[src/rtl/ng_seq_gen_pkg.sv]
// Shared definitions for the AGC sequence generator: branch-test indices and
// the JK excitation terms of both branch registers.
package ng_seq_pkg;

  localparam int TST_SGN  = 0;
  localparam int TST_SGN2 = 1;
  localparam int TST_OV   = 2;
  localparam int TST_MZ   = 3;
  localparam int TST_PZ   = 4;
  localparam int TST_W    = 5;

  // Returns {J, K}; sel_br2 picks the BR2 equations, otherwise BR1.
  function automatic logic [1:0] br_jk(
    input logic             sel_br2,
    input logic [TST_W-1:0] tst,
    input logic             sign,
    input logic             over,
    input logic             mz,
    input logic             pz
  );
    logic j_s;
    logic k_s;
    if (sel_br2) begin
      j_s = (tst[TST_SGN2] & sign) | (tst[TST_OV] & ~sign & over)
          | (tst[TST_MZ] & mz) | (tst[TST_PZ] & pz);
      k_s = (tst[TST_SGN2] & ~sign) | (tst[TST_OV] & sign) | (tst[TST_OV] & ~over)
          | (tst[TST_MZ] & ~mz) | (tst[TST_PZ] & ~pz);
    end else begin
      j_s = (tst[TST_SGN] & sign) | (tst[TST_OV] & sign & ~over);
      k_s = (tst[TST_SGN] & ~sign) | (tst[TST_OV] & ~sign) | (tst[TST_OV] & over);
    end
    return {j_s, k_s};
  endfunction

endpackage

[src/rtl/ng_seq_gen_if.sv]
// Control-pulse / write-bus interface between the pulse decoder (master)
// and the sequence generator (slave).
interface ng_seq_gen_if #(
  parameter int DATA_W = 16,
  parameter int SQ_W   = 4,
  parameter int STG_W  = 2
);
  logic [DATA_W-1:0] WRITE_BUS;
  logic              WSQ_N, NISQ_N, CLISQ_N, EXT_N;
  logic [STG_W-1:0]  ST_N;
  logic              CLSTA_N, CLSTB_N, SETSTB_N, WSTB_N;
  logic              TSGN_N, TSGN2_N, TOV_N, TMZ_N, TPZ_N;
  logic              CTR_N, CLCTR_N;
  logic              SNI;
  logic [STG_W-1:0]  STB;
  logic              BR1, BR2;
  logic [SQ_W-1:0]   SQ;
  logic              SQEXT, LOOP_N_O, LOOP_DONE;

  modport master (
    output WRITE_BUS, WSQ_N, NISQ_N, CLISQ_N, EXT_N, ST_N,
           CLSTA_N, CLSTB_N, SETSTB_N, WSTB_N,
           TSGN_N, TSGN2_N, TOV_N, TMZ_N, TPZ_N, CTR_N, CLCTR_N,
    input  SNI, STB, BR1, BR2, SQ, SQEXT, LOOP_N_O, LOOP_DONE
  );

  modport slave (
    input  WRITE_BUS, WSQ_N, NISQ_N, CLISQ_N, EXT_N, ST_N,
           CLSTA_N, CLSTB_N, SETSTB_N, WSTB_N,
           TSGN_N, TSGN2_N, TOV_N, TMZ_N, TPZ_N, CTR_N, CLCTR_N,
    output SNI, STB, BR1, BR2, SQ, SQEXT, LOOP_N_O, LOOP_DONE
  );
endinterface

[src/rtl/ng_seq_gen_jkbr.sv]
// JK branch flip-flop: J=K=1 toggles, J=K=0 holds.
module ng_seq_jkbr (
  input  logic clk,
  input  logic rst_n,
  input  logic j,
  input  logic k,
  output logic q
);
  // JK state update
  always_ff @(posedge clk or negedge rst_n) begin
    if (!rst_n) q <= 1'b0;
    else        q <= (~q & j) | (q & ~k);
  end
endmodule

[src/rtl/ng_seq_gen.sv]
// AGC sequence generator: SQ/EXTEND, stage STA->STB, branch registers and
// loop counter, all updated on the rising edge of CLK2.
module ng_seq_gen
  import ng_seq_pkg::*;
#(
  parameter int DATA_W = 16,
  parameter int SQ_W   = 4,
  parameter int STG_W  = 2,
  parameter int CNT_W  = 4,
  parameter int LOOP_N = 6
) (
  input logic         CLK2,
  input logic         GENRST,
  ng_seq_gen_if.slave bus
);
  localparam logic [CNT_W-1:0] LOOP_TC = LOOP_N[CNT_W-1:0];
  localparam logic [CNT_W-1:0] CNT_ONE = {{(CNT_W-1){1'b0}}, 1'b1};
  localparam logic [STG_W-1:0] STB_ONE = {{(STG_W-1){1'b0}}, 1'b1};

  logic              sni_r, sqext_r, ext_pend_r, hit_r, done_r;
  logic [SQ_W-1:0]   sq_r;
  logic [STG_W-1:0]  sta_r, stb_r;
  logic [CNT_W-1:0]  cnt_r;
  logic              sign_s, over_s, mz_s, pz_s, at_tc_s;
  logic [TST_W-1:0]  tst_s;
  logic [1:0]        jk1_s, jk2_s;

  // Write-bus decode and branch excitation terms
  always_comb begin
    sign_s = bus.WRITE_BUS[DATA_W-1];
    over_s = bus.WRITE_BUS[DATA_W-2];
    mz_s   = &bus.WRITE_BUS;
    pz_s   = ~|bus.WRITE_BUS;
    tst_s           = '0;
    tst_s[TST_SGN]  = ~bus.TSGN_N;
    tst_s[TST_SGN2] = ~bus.TSGN2_N;
    tst_s[TST_OV]   = ~bus.TOV_N;
    tst_s[TST_MZ]   = ~bus.TMZ_N;
    tst_s[TST_PZ]   = ~bus.TPZ_N;
    jk1_s = br_jk(1'b0, tst_s, sign_s, over_s, mz_s, pz_s);
    jk2_s = br_jk(1'b1, tst_s, sign_s, over_s, mz_s, pz_s);
  end

  ng_seq_jkbr u_br1 (.clk(CLK2), .rst_n(GENRST), .j(jk1_s[1]), .k(jk1_s[0]), .q(bus.BR1));
  ng_seq_jkbr u_br2 (.clk(CLK2), .rst_n(GENRST), .j(jk2_s[1]), .k(jk2_s[0]), .q(bus.BR2));

  // SNI: clear wins over set
  always_ff @(posedge CLK2 or negedge GENRST) begin
    if (!GENRST)           sni_r <= 1'b0;
    else if (!bus.CLISQ_N) sni_r <= 1'b0;
    else if (!bus.NISQ_N)  sni_r <= 1'b1;
    else                   sni_r <= sni_r;
  end

  // SQ load; an EXTEND seen in the same cycle as WSQ still qualifies it
  always_ff @(posedge CLK2 or negedge GENRST) begin
    if (!GENRST) begin
      sq_r       <= '0;
      sqext_r    <= 1'b0;
      ext_pend_r <= 1'b0;
    end else if (!bus.WSQ_N) begin
      sq_r       <= bus.WRITE_BUS[DATA_W-1 -: SQ_W];
      sqext_r    <= ext_pend_r | ~bus.EXT_N;
      ext_pend_r <= 1'b0;
    end else if (!bus.EXT_N) begin
      ext_pend_r <= 1'b1;
    end
  end

  // Stage registers; WSTB transfers the pre-clear STA value
  always_ff @(posedge CLK2 or negedge GENRST) begin
    if (!GENRST) begin
      sta_r <= '0;
      stb_r <= '0;
    end else begin
      if (!bus.CLSTA_N) sta_r <= '0;
      else              sta_r <= sta_r | ~bus.ST_N;
      if (!bus.CLSTB_N)       stb_r <= '0;
      else if (!bus.SETSTB_N) stb_r <= STB_ONE;
      else if (!bus.WSTB_N)   stb_r <= sta_r;
      else                    stb_r <= stb_r;
    end
  end

  assign at_tc_s = (cnt_r == LOOP_TC);

  // Loop counter; done fires once, the edge after the counter enters LOOP_N
  always_ff @(posedge CLK2 or negedge GENRST) begin
    if (!GENRST) begin
      cnt_r  <= '0;
      hit_r  <= 1'b0;
      done_r <= 1'b0;
    end else begin
      if (!bus.CLCTR_N)   cnt_r <= '0;
      else if (!bus.CTR_N) cnt_r <= cnt_r + CNT_ONE;
      else                cnt_r <= cnt_r;
      hit_r  <= at_tc_s;
      done_r <= at_tc_s & ~hit_r;
    end
  end

  assign bus.SNI       = sni_r;
  assign bus.SQ        = sq_r;
  assign bus.SQEXT     = sqext_r;
  assign bus.STB       = stb_r;
  assign bus.LOOP_N_O  = ~at_tc_s;
  assign bus.LOOP_DONE = done_r;
endmodule

[src/flat_wrapper.sv]
// flat-port wrapper written by rule: the top's interface ports become plain ports
module ng_seq_gen_flat import ng_seq_pkg::*;
#(
  parameter int DATA_W = 16,
  parameter int SQ_W   = 4,
  parameter int STG_W  = 2,
  parameter int CNT_W  = 4,
  parameter int LOOP_N = 6
)
  (CLK2, GENRST, bus_WRITE_BUS, bus_WSQ_N, bus_NISQ_N, bus_CLISQ_N, bus_EXT_N, bus_ST_N, bus_CLSTA_N, bus_CLSTB_N, bus_SETSTB_N, bus_WSTB_N, bus_TSGN_N, bus_TSGN2_N, bus_TOV_N, bus_TMZ_N, bus_TPZ_N, bus_CTR_N, bus_CLCTR_N, bus_SNI, bus_STB, bus_BR1, bus_BR2, bus_SQ, bus_SQEXT, bus_LOOP_N_O, bus_LOOP_DONE);
  ng_seq_gen_if #(.DATA_W(DATA_W), .SQ_W(SQ_W), .STG_W(STG_W)) bus_i ();
  input logic CLK2;
  input logic GENRST;
  input wire logic [$bits(bus_i.WRITE_BUS)-1:0] bus_WRITE_BUS;
  input wire logic [$bits(bus_i.WSQ_N)-1:0] bus_WSQ_N;
  input wire logic [$bits(bus_i.NISQ_N)-1:0] bus_NISQ_N;
  input wire logic [$bits(bus_i.CLISQ_N)-1:0] bus_CLISQ_N;
  input wire logic [$bits(bus_i.EXT_N)-1:0] bus_EXT_N;
  input wire logic [$bits(bus_i.ST_N)-1:0] bus_ST_N;
  input wire logic [$bits(bus_i.CLSTA_N)-1:0] bus_CLSTA_N;
  input wire logic [$bits(bus_i.CLSTB_N)-1:0] bus_CLSTB_N;
  input wire logic [$bits(bus_i.SETSTB_N)-1:0] bus_SETSTB_N;
  input wire logic [$bits(bus_i.WSTB_N)-1:0] bus_WSTB_N;
  input wire logic [$bits(bus_i.TSGN_N)-1:0] bus_TSGN_N;
  input wire logic [$bits(bus_i.TSGN2_N)-1:0] bus_TSGN2_N;
  input wire logic [$bits(bus_i.TOV_N)-1:0] bus_TOV_N;
  input wire logic [$bits(bus_i.TMZ_N)-1:0] bus_TMZ_N;
  input wire logic [$bits(bus_i.TPZ_N)-1:0] bus_TPZ_N;
  input wire logic [$bits(bus_i.CTR_N)-1:0] bus_CTR_N;
  input wire logic [$bits(bus_i.CLCTR_N)-1:0] bus_CLCTR_N;
  output wire logic [$bits(bus_i.SNI)-1:0] bus_SNI;
  output wire logic [$bits(bus_i.STB)-1:0] bus_STB;
  output wire logic [$bits(bus_i.BR1)-1:0] bus_BR1;
  output wire logic [$bits(bus_i.BR2)-1:0] bus_BR2;
  output wire logic [$bits(bus_i.SQ)-1:0] bus_SQ;
  output wire logic [$bits(bus_i.SQEXT)-1:0] bus_SQEXT;
  output wire logic [$bits(bus_i.LOOP_N_O)-1:0] bus_LOOP_N_O;
  output wire logic [$bits(bus_i.LOOP_DONE)-1:0] bus_LOOP_DONE;
  assign bus_i.WRITE_BUS = bus_WRITE_BUS;
  assign bus_i.WSQ_N = bus_WSQ_N;
  assign bus_i.NISQ_N = bus_NISQ_N;
  assign bus_i.CLISQ_N = bus_CLISQ_N;
  assign bus_i.EXT_N = bus_EXT_N;
  assign bus_i.ST_N = bus_ST_N;
  assign bus_i.CLSTA_N = bus_CLSTA_N;
  assign bus_i.CLSTB_N = bus_CLSTB_N;
  assign bus_i.SETSTB_N = bus_SETSTB_N;
  assign bus_i.WSTB_N = bus_WSTB_N;
  assign bus_i.TSGN_N = bus_TSGN_N;
  assign bus_i.TSGN2_N = bus_TSGN2_N;
  assign bus_i.TOV_N = bus_TOV_N;
  assign bus_i.TMZ_N = bus_TMZ_N;
  assign bus_i.TPZ_N = bus_TPZ_N;
  assign bus_i.CTR_N = bus_CTR_N;
  assign bus_i.CLCTR_N = bus_CLCTR_N;
  assign bus_SNI = bus_i.SNI;
  assign bus_STB = bus_i.STB;
  assign bus_BR1 = bus_i.BR1;
  assign bus_BR2 = bus_i.BR2;
  assign bus_SQ = bus_i.SQ;
  assign bus_SQEXT = bus_i.SQEXT;
  assign bus_LOOP_N_O = bus_i.LOOP_N_O;
  assign bus_LOOP_DONE = bus_i.LOOP_DONE;
  ng_seq_gen #(.DATA_W(DATA_W), .SQ_W(SQ_W), .STG_W(STG_W), .CNT_W(CNT_W), .LOOP_N(LOOP_N)) u_core (.CLK2(CLK2), .GENRST(GENRST), .bus(bus_i));
endmodule
[config.mk]
export PLATFORM = sky130hd
export DESIGN_NAME = ng_seq_gen_flat
export DESIGN_NICKNAME = d
export VERILOG_FILES = /design/src/rtl/ng_seq_gen_pkg.sv /design/src/rtl/ng_seq_gen_if.sv /design/src/rtl/ng_seq_gen_jkbr.sv /design/src/rtl/ng_seq_gen.sv /design/src/flat_wrapper.sv
export SDC_FILE = /design/constraint.sdc
export NUM_CORES = 1
export LEC_CHECK = 0
export CORE_MARGIN = 1.5
export CORE_UTILIZATION = 35
export DETAILED_ROUTE_END_ITERATION = 10
export GPL_TIMING_DRIVEN = 0
export PLACE_DENSITY = 0.75
export SYNTH_ARGS = -nofsm -noshare
export SYNTH_HDL_FRONTEND = slang
export SYNTH_HIERARCHICAL = 1
export SYNTH_SLANG_ARGS = --single-unit
[constraint.sdc]
create_clock -name CLK2 -period 0.9 [get_ports CLK2]
set_input_delay 0.09 -clock CLK2 [delete_from_list [all_inputs] [get_ports CLK2]]
set_output_delay 0.09 -clock CLK2 [all_outputs]
set_load 0.02 [all_outputs]
; After elaboration in Yosys (flattened, before gate mapping)
; Cells that the tools add are included.
[word_totals]
register_bits = 19
in_bits = 35
out_inout_bits = 12
wordCells = 79
[classes]
addsub = 1
eq_ne = 5
mux = 10
n_bitwise = 49
reduce_logical = 3
[op_table]
columns = operator, count
row1 = 1-bit AND, 19
row2 = 16-bit AND reduction, 1
row3 = 16-bit OR reduction, 1
row4 = 1-bit inverter, 15
row5 = 1-bit OR, 13
row6 = 2-bit 2-to-1 mux, 4
row7 = 4-bit 2-to-1 mux, 2
row8 = 2-bit != test (second input constant), 3
row9 = 4-bit by 1-bit adder with 4-bit output (second input constant), 1
row10 = 4-bit by 3-bit == test with 1-bit output (second input constant), 1
row11 = 1-bit 2-to-1 mux, 4
row12 = 3-bit != test (second input constant), 1
row13 = 2-bit inverter, 1
row14 = 2-bit OR, 1
row15 = 1-bit logical NOT, 1

; Logic depth before layout (Yosys ltp)
; Gate-level depths: netlist of run 1.
[logic_depth]
word_depth = 9
mapped_depth = 5
ltp_nobuf = 5

; By module
; Netlist of run 1, hierarchy kept.
[by_module_without_submodules]
columns = module, instances, cells_each, area_per_inst_um2, seq_area_each_um2
row1 = ng_seq_gen, 1, 73, 824.5, 425.4
row2 = ng_seq_jkbr, 2, 3, 38.8, 25.0

; Least setup slack after synthesis of run 1
; No wires, ideal clock.
[synth_path]
path_type = input to register
from = input bus_WRITE_BUS[12]
to = register u_core.u_br2.q
setup_time_ps = 79
arrival_ps = 1095
required_time_ps = 821
setup_slack_ps = -274
stages = 4
n_path_buf = 0
path_cell_list = nand4_1 or4_1 a221o_1 mux2i_1
[synth_via]
elab_chain_len = 8
elab_cells_between_ends = 16
classes_between = bitwise (13) / reduce/logical (3)
[synth_rtl]
columns = item, line
row1 = from (decl), flat_wrapper.sv:14  ; input wire logic [$bits(bus_i.WRITE_BUS)-1:0] bus_WRITE_BUS;
row2 = 16-bit AND reduction, ng_seq_gen.sv:32  ; mz_s = &bus.WRITE_BUS;
row3 = 1-bit inverter, ng_seq_gen_pkg.sv:27  ; | (tst[TST_MZ] & ~mz) | (tst[TST_PZ] & ~pz);
row4 = 1-bit AND, ng_seq_gen_pkg.sv:27
row5 = 1-bit OR, ng_seq_gen_pkg.sv:27
row6 = 1-bit OR (*), ng_seq_gen_pkg.sv:27
row7 = via u_core.jk2_s[0], ng_seq_gen.sv:26  ; logic [1:0] jk1_s, jk2_s;
row8 = 1-bit inverter (*), ng_seq_gen_jkbr.sv:12  ; else q <= (~q & j) | (q & ~k);
row9 = 1-bit AND (*), ng_seq_gen_jkbr.sv:12
row10 = 1-bit OR (*), ng_seq_gen_jkbr.sv:12
row11 = to (signal assigned), ng_seq_gen_jkbr.sv:12
row12 = to (decl), ng_seq_gen_jkbr.sv:7  ; output logic q
; Mark *: on every way through the listed nets, which the timed path passes. The rest lies on a longest branch.
; A chain may end at the register's enable or synchronous reset.

; Worst setup path in the final report of run 1
[layout_path]
from = register u_core.cnt_r[0]
to = output bus_LOOP_N_O
[layout_via]
elab_chain_len = 2
[layout_rtl]
columns = item, line
row1 = from (decl), ng_seq_gen.sv:23  ; logic [CNT_W-1:0] cnt_r;
row2 = from (signal assigned), ng_seq_gen.sv:95  ; else if (!bus.CTR_N) cnt_r <= cnt_r + CNT_ONE;
row3 = from (signal assigned), ng_seq_gen.sv:96  ; else cnt_r <= cnt_r;
row4 = 4-bit by 3-bit == test with 1-bit output, ng_seq_gen.sv:85  ; assign at_tc_s = (cnt_r == LOOP_TC);
row5 = 1-bit inverter, ng_seq_gen.sv:106  ; assign bus.LOOP_N_O = ~at_tc_s;
row6 = to (decl), flat_wrapper.sv:37  ; output wire logic [$bits(bus_i.LOOP_N_O)-1:0] bus_LOOP_N_O;
; No other way between the ends.

==> summary.txt, run 1 <==
Top delay family on crit path: flip-flops
Max-slew headroom: 43.2%
worst slack, placed: -0.970 ns
met2 Track Usage GR: 28.5%
Max Slew Vio Count: 0
Combinational Power Share: 28.5%
Final period util: 140%
Fmax achieved: 792 MHz
Root Buffer: clkbuf_4
multi-input combinational cell area: 450 µm²
FF-to-FF Start: u_core/cnt_r[1]$_DFFE_PN0P_
Worst setup EP type: output pin
Avg WL per Cell: 13.7 µm
layout cell share with drive strength beyond 1: 43.9%
CP max-delay cell: dfrtp_1
pwr/cell area: 1240 nW/µm²
switching portion of total power: 26.8%
Unique masters post-synth: 23
most used routing layer in global routing: met2
Synth Instances: 79
area grow syn2layout: 73.2%
fill count: 210
TritonCTS clock tree: built
initial core utilization: 36.7%
grt ovf: 0
worst-margin pin slew: 0.853 ns
grt met3 use: 5.00%
Final Non-Filler Cells: 169
final hold viol count: 0
cell total after placement: 155
drt first pass iters: 4
drt drc: 0
H-tree Lvls: 1
#FFs+latches synth: 19
CTS max path bufs: 2
initial antenna violation count: 0
slowest cell delay on critical path: 0.40 ns
CTS Sinks: 19
status: finished, violations left
Switching Power: 0.519 mW
dpl hpwl: 1690 µm
Final setup viols: 18
vias in the first global route: 799
setup slack after layout: -0.363 ns
hold buffer count at cts: 0
P_int: 1.42 mW
CTS buffer count: 3
CP Launch Point: u_core/cnt_r[0]$_DFFE_PN0P_
via count: 804
failing checks: setup timing
syn_nets: 116
Syn. warnings: 6
clock skew: 0.00763 ns
RSZ-0062 raised after global routing: yes
Global Route met1 Usage: 20.9%
Post-DRT Antenna Nets: 0
die area: 2890 µm²
row cnt: 18
register area share after synthesis: 52.7%
first-pass GRT wire length: 3530 µm
Util after Layout: 63.7%
Mapped Avg Cell Area: 11.4 µm²
Max Cap Viol: 0
Clock transition at path regs: 0.11 ns
Netlist Area Pre-Place: 902 µm²
Period minus WS final: 1.26 ns
routed wire length: 2320 µm
# nets final: 177
largest net degree at the start of global routing: 20
Clk pwr share: 22.0%
Clock Latency Late Sink: 0.30 ns
Worst EP arrival: 1.17 ns
# diodes: 0
sequential cell area: 477 µm²
startpoint types: register
Critical Setup Path Class: reg2out
CP max FO: 2
total track usage: 17.2%
CP cell instances: inv_2, ha_4, nand3b_1, buf_6
Top-Level Pins: 47
port buffer count: 46
Initial DRC Count: 13
die height: 53.8 µm
Buf/Inv on CP: 2
Routability Congestion: 0.675
WHS: 0.000222 ns
sequential power share: 49.5%
core footprint: 2450 µm²
CP required: 0.81 ns
worst hold path class: in2async
DIE WIDTH: 53.8 µm
vias per cell: 4.76
Power, Total: 1.94 mW
P_leak: 0.744 nW
VDD IR max: 1.13 mV
==> worst reg2reg max path, delay by kind of cell, from the launching register on <==
kind	cells	cell delay, ns
flops	1	0.44
xor+xnor	1	0.11
buf+inv	1	0.15
fa+ha+maj	1	0.17
simple gates	2	0.22
==> path summary, 6_finish.rpt <==
path	slack, ns	cells past startpoint	end
min	0.0002	1	u_core/bus.STB[1]$_DFFE_PN0P_
min reg2reg	0.40	1	u_core/bus.LOOP_DONE$_DFF_PN0_
max reg2reg	-0.23	5	u_core/cnt_r[2]$_DFFE_PN0P_
max in group asynchronous	0.31	1	u_core/cnt_r[1]$_DFFE_PN0P_
min in group CLK2	0.04	2	u_core/bus.SQ[1]$_DFFE_PN0N_
max	-0.36	4	bus_LOOP_N_O
==> flip-flops by register name, indices dropped and copies added (netlist names) <==
| name | count |
|---|---|
| u_core/bus.STB | 2 |
| u_core/cnt_r | 4 |
| u_core/ext_pend_r | 1 |
| u_core/u_br1/q | 1 |
| u_core/bus.SQEXT | 1 |
| u_core/bus.LOOP_DONE | 1 |
| u_core/hit_r | 1 |
| u_core/u_br2/q | 1 |
| u_core/bus.SQ | 4 |
| u_core/sta_r | 2 |
| u_core/bus.SNI | 1 |
==> cell families (layout without fill, tap and decap cells) <==
family,count (synthesis),after routing,share of synthesized area [%]
adders and majority gates,2,2,2.77
buffers and inverters,9,69,3.74
muxes,10,10,11.9
and+or+nand+nor,26,26,17.9
AOI/OAI and AO/OA,10,10,8.05
DFF,19,19,52.7
xor gates and xnor gates,3,3,2.91
==> stage by stage <==
| stage | area [µm²] | setup TNS [ns] |
|---|---|---|
| 3_3_place_gp | 1410 | -10.14 |
| 6_report | 1560 | -1.44 |
| 4_1_cts | 1500 | -1.49 |
| 5_1_grt | 1560 | -2.22 |
| 3_5_place_dp | 1410 | -11.24 |
| 2_1_floorplan | 915 | -0.628 |
==> synthesized netlist by cell type (all sizes together) <==
| library cell | n | area (µm²) |
|---|---|---|
| a21boi | 4 | 30.0 |
| a221o | 1 | 10.0 |
| a22oi | 1 | 7.51 |
| and2 | 6 | 38.8 |
| and2b | 1 | 8.76 |
| dfrtp | 19 | 475 |
| ha | 2 | 25.0 |
| inv | 9 | 33.8 |
| mux2 | 6 | 67.6 |
| mux2i | 4 | 40.0 |
| nand2 | 2 | 7.51 |
| nand2b | 3 | 18.8 |
| nand3b | 1 | 7.51 |
| nand4 | 5 | 31.3 |
| nand4b | 1 | 8.76 |
| nor2 | 2 | 7.51 |
| nor4 | 4 | 25.0 |
| o21ai | 2 | 10.0 |
| o221ai | 1 | 8.76 |
| o22ai | 1 | 6.26 |
| or4 | 1 | 7.51 |
| xnor2 | 3 | 26.3 |
==> placed cells by master, fill, tap and decap left out, drive strengths merged, types with 3 or more instances in the layout <==
cell type	count
buf	35
dfrtp	19
clkdlybuf4s50	15
inv	9
mux2	6
and2	6
clkbuf	6
nand4	5
mux2i	4
a21boi	4
nor4	4
xnor2	3
nand2b	3
==> layer usage <==
metal  routed length [µm]  vias up
met4                   20        0
met2                 1270       21
met1                  902      374
li1                     -      405
met5                    0        -
met3                  128        4
==> power by group through the flow <==
stage	clock network, mW	logic [mW]	registers, mW
6_report	0.426	0.552	0.959
5_1_grt	0.482	0.596	0.964
4_1_cts	0.451	0.508	0.959
3_5_place_dp	0	0.466	0.973
3_3_place_gp	0	0.453	0.968
2_1_floorplan	0	0.112	1.02
==> area by class of cell <==
class / count / area share [%]
well taps: 30 / 2.40
multi-input cells: 51 / 28.8
clock inverters: 1 / 0.320
flip-flops and latches: 19 / 30.5
clock buffers: 3 / 1.44
inverters: 9 / 2.16
repair buffers: 56 / 34.3
==> timing repair <==
action                     4_1_cts  5_1_grt
setup endpoints to repair       18       23
setup buffers                    5        5
pin swaps                        6        4
gates resized for setup        145       15
Note: power is estimated with default switching activity, not from simulation.
==> run 2, diff against run 1 <==
CORE_MARGIN = 2   (was 1.5)
==> summary.txt, run 2 (synthesis results as in run 1) <==
status: finished, violations left
failing checks: hold timing, setup timing
H-tree Lvls: 1 (unchanged)
hold buffer count at cts: 0 (unchanged)
Top delay family on crit path: flip-flops
Avg WL per Cell: 12.9 µm (-5.8%)
switching portion of total power: 26.4% (-0.41 points)
vias in the first global route: 790 (-1.1%)
worst-margin pin slew: 0.808 ns (-0.0444 ns)
WHS: -0.137 ns (-0.137 ns)
Routability Congestion: 0.751 (+11%)
port buffer count: 46 (unchanged)
Post-DRT Antenna Nets: 0 (unchanged)
Worst setup EP type: output pin
Final period util: 138% (-2.0 points)
Top-Level Pins: 47 (unchanged)
RSZ-0062 raised after global routing: yes
VDD IR max: 1.40 mV (+23%)
CP cell instances: inv_2, ha_4, nand3b_1, buf_6
Critical Setup Path Class: reg2out
CP required: 0.81 ns (about the same)
setup TNS: -1.68 ns (-0.240 ns)
Root Buffer: clkbuf_4
via count: 811 (+0.87%)
initial antenna violation count: 0 (unchanged)
CP max-delay cell: dfrtp_1
Clk pwr share: 22.0% (about the same)
Power, Total: 1.91 mW (-1.3%)
path depth of the worst reg2reg path: 6 (+1)
core footprint: 2450 µm² (unchanged)
CTS Sinks: 19 (unchanged)
initial core utilization: 36.7% (unchanged)
Max Slew Vio Count: 0 (unchanged)
total track usage: 16.2% (-1.0 points)
most frequent cells in the layout: buf_6, dfrtp_1, clkdlybuf4s50_1
largest net degree at the start of global routing: 20 (unchanged)
CP max FO: 2 (unchanged)
Fmax achieved: 803 MHz (+1.4%)
first-pass GRT wire length: 3390 µm (-4.1%)
# diodes: 0 (unchanged)
vias per cell: 4.83 (+1.5%)
die height: 54.8 µm (+1.9%)
P_leak: 0.718 nW (-3.4%)
CTS buffer count: 3 (unchanged)
die area: 3000 µm² (+3.8%)
drt drc: 0 (unchanged)
startpoint types: register
dpl hpwl: 1600 µm (-5.3%)
row cnt: 18 (unchanged)
placed inst area: 1410 µm² (unchanged)
Switching Power: 0.505 mW (-2.8%)
clock skew: 0.00171 ns (-0.00593 ns)
Max-slew headroom: 46.0% (+2.9 points)
worst hold path class: in2async
Initial DRC Count: 7 (-6)
Max Cap Viol: 0 (unchanged)
leading cell type in the layout, fill and taps excluded: buf_6
Final setup viols: 19 (+1)
pwr/cell area: 1240 nW/µm² (+0.32%)
cell depth of the worst setup path: 4 (unchanged)
worst slack, placed: -0.958 ns (+0.0121 ns)
CTS max path bufs: 2 (unchanged)
P_int: 1.41 mW (-0.74%)
layout cell share with drive strength beyond 1: 41.3% (-2.6 points)
final hold viol count: 19 (+19)
slowest cell delay on critical path: 0.41 ns (about the same)
setup slack after layout: -0.346 ns (+0.0176 ns)
Buf/Inv on CP: 2 (unchanged)
Clock transition at path regs: 0.10 ns (about the same)
Final Non-Filler Cells: 168 (-0.59%)
# nets final: 176 (-0.56%)
Worst EP arrival: 1.16 ns (about the same)
DIE WIDTH: 54.8 µm (+1.9%)
sequential power share: 50.0% (+0.5 points)
routed wire length: 2170 µm (-6.4%)
TritonCTS clock tree: built
cell total after placement: 155 (unchanged)
area grow syn2layout: 70.5%
Clock Latency Late Sink: 0.29 ns (about the same)
Combinational Power Share: 28.0% (-0.5 points)
drt first pass iters: 4 (unchanged)
Design Area, Final: 1540 µm² (-1.6%)
Period minus WS final: 1.25 ns (-0.0176 ns)
grt ovf: 0 (unchanged)
==> run 2: cell count changes in the layout (fill, tap and decap cells not counted), sizes merged <==
cell / change
dlymetal6s2s: -1
buf: -1
clkdlybuf4s50: +2
clkdlybuf4s15: +1
dlygate4sd2: -1
clkbuf: -1
==> run 2: path summary, 6_finish.rpt <==
path / end / start / slack (ns)
max reg2reg: u_core/cnt_r[2]$_DFFE_PN0P_ / u_core/cnt_r[0]$_DFFE_PN0P_ / -0.32
min reg2reg: u_core/bus.LOOP_DONE$_DFF_PN0_ / u_core/hit_r$_DFF_PN0_ / 0.41
max in group asynchronous: u_core/cnt_r[0]$_DFFE_PN0P_ / GENRST / 0.54
min: u_core/bus.LOOP_DONE$_DFF_PN0_ / GENRST / -0.14
min in group CLK2: u_core/bus.SQ[1]$_DFFE_PN0N_ / bus_WRITE_BUS[13] / 0.03
max: bus_LOOP_N_O / u_core/cnt_r[0]$_DFFE_PN0P_ / -0.35
==> run 2: what timing repair did <==
item / CTS / global route
setup buffers: 5 / 5
pin swaps: 5 / 4
hold endpoints to repair: 0 / 19
setup endpoints to repair: 18 / 39
resized for setup: 138 / 13
==> run 2: final cells by class <==
class                   count  area, µm²
repair buffers             55        524
flip-flops and latches     19        475
fillers                   213        917
clock inverters             1       5.00
inverters                   9       33.8
clock buffers               3       22.5
well taps                  30       37.5
multi-input cells          51        439
==> run 2: power by group through the flow <==
stage | Combinational, mW | Clock (mW) | Sequential, mW
after floorplan | 0.112 | 0 | 1.02
after global placement | 0.453 | 0 | 0.968
after detailed placement | 0.464 | 0 | 0.969
after CTS | 0.497 | 0.448 | 0.955
after global routing | 0.579 | 0.508 | 0.963
final | 0.535 | 0.421 | 0.955
==> run 2: layer usage <==
layer,wire length (µm),vias up,share of wire (%),GRT usage (%)
met5,0,-,0,0
met4,42,0,1.9,5.42
met3,102,4,4.7,6.01
met2,1180,19,54,28.6
met1,843,390,39,17.7
li1,-,398,-,-
==> run 2: worst reg2reg max path: cells and delay by family, from the launching register on <==
kind                     cells  cell delay (ns)
XOR/XNOR                     1             0.06
adder cells (fa/ha/maj)      1             0.18
AND/OR/NAND/NOR              2             0.23
buffers and inverters        2             0.25
flip-flops                   1             0.41
==> run 2: metrics by stage <==
step / hold WS [ns] / util, %
2_1_floorplan: -0.206 / -
3_3_place_gp: 0.384 / 57.5
3_5_place_dp: 0.391 / 57.5
4_1_cts: 0.0183 / 60.2
5_1_grt: -0.0759 / 62.6
6_report: -0.137 / 62.6
==> run 3, diff against run 2 <==
CAP_MARGIN = 20   (was default)
CTS_CLUSTER_SIZE = 30   (was default)
==> results of run 3 <==
The final DEF is identical to that of run 2; final timing and power are the same.
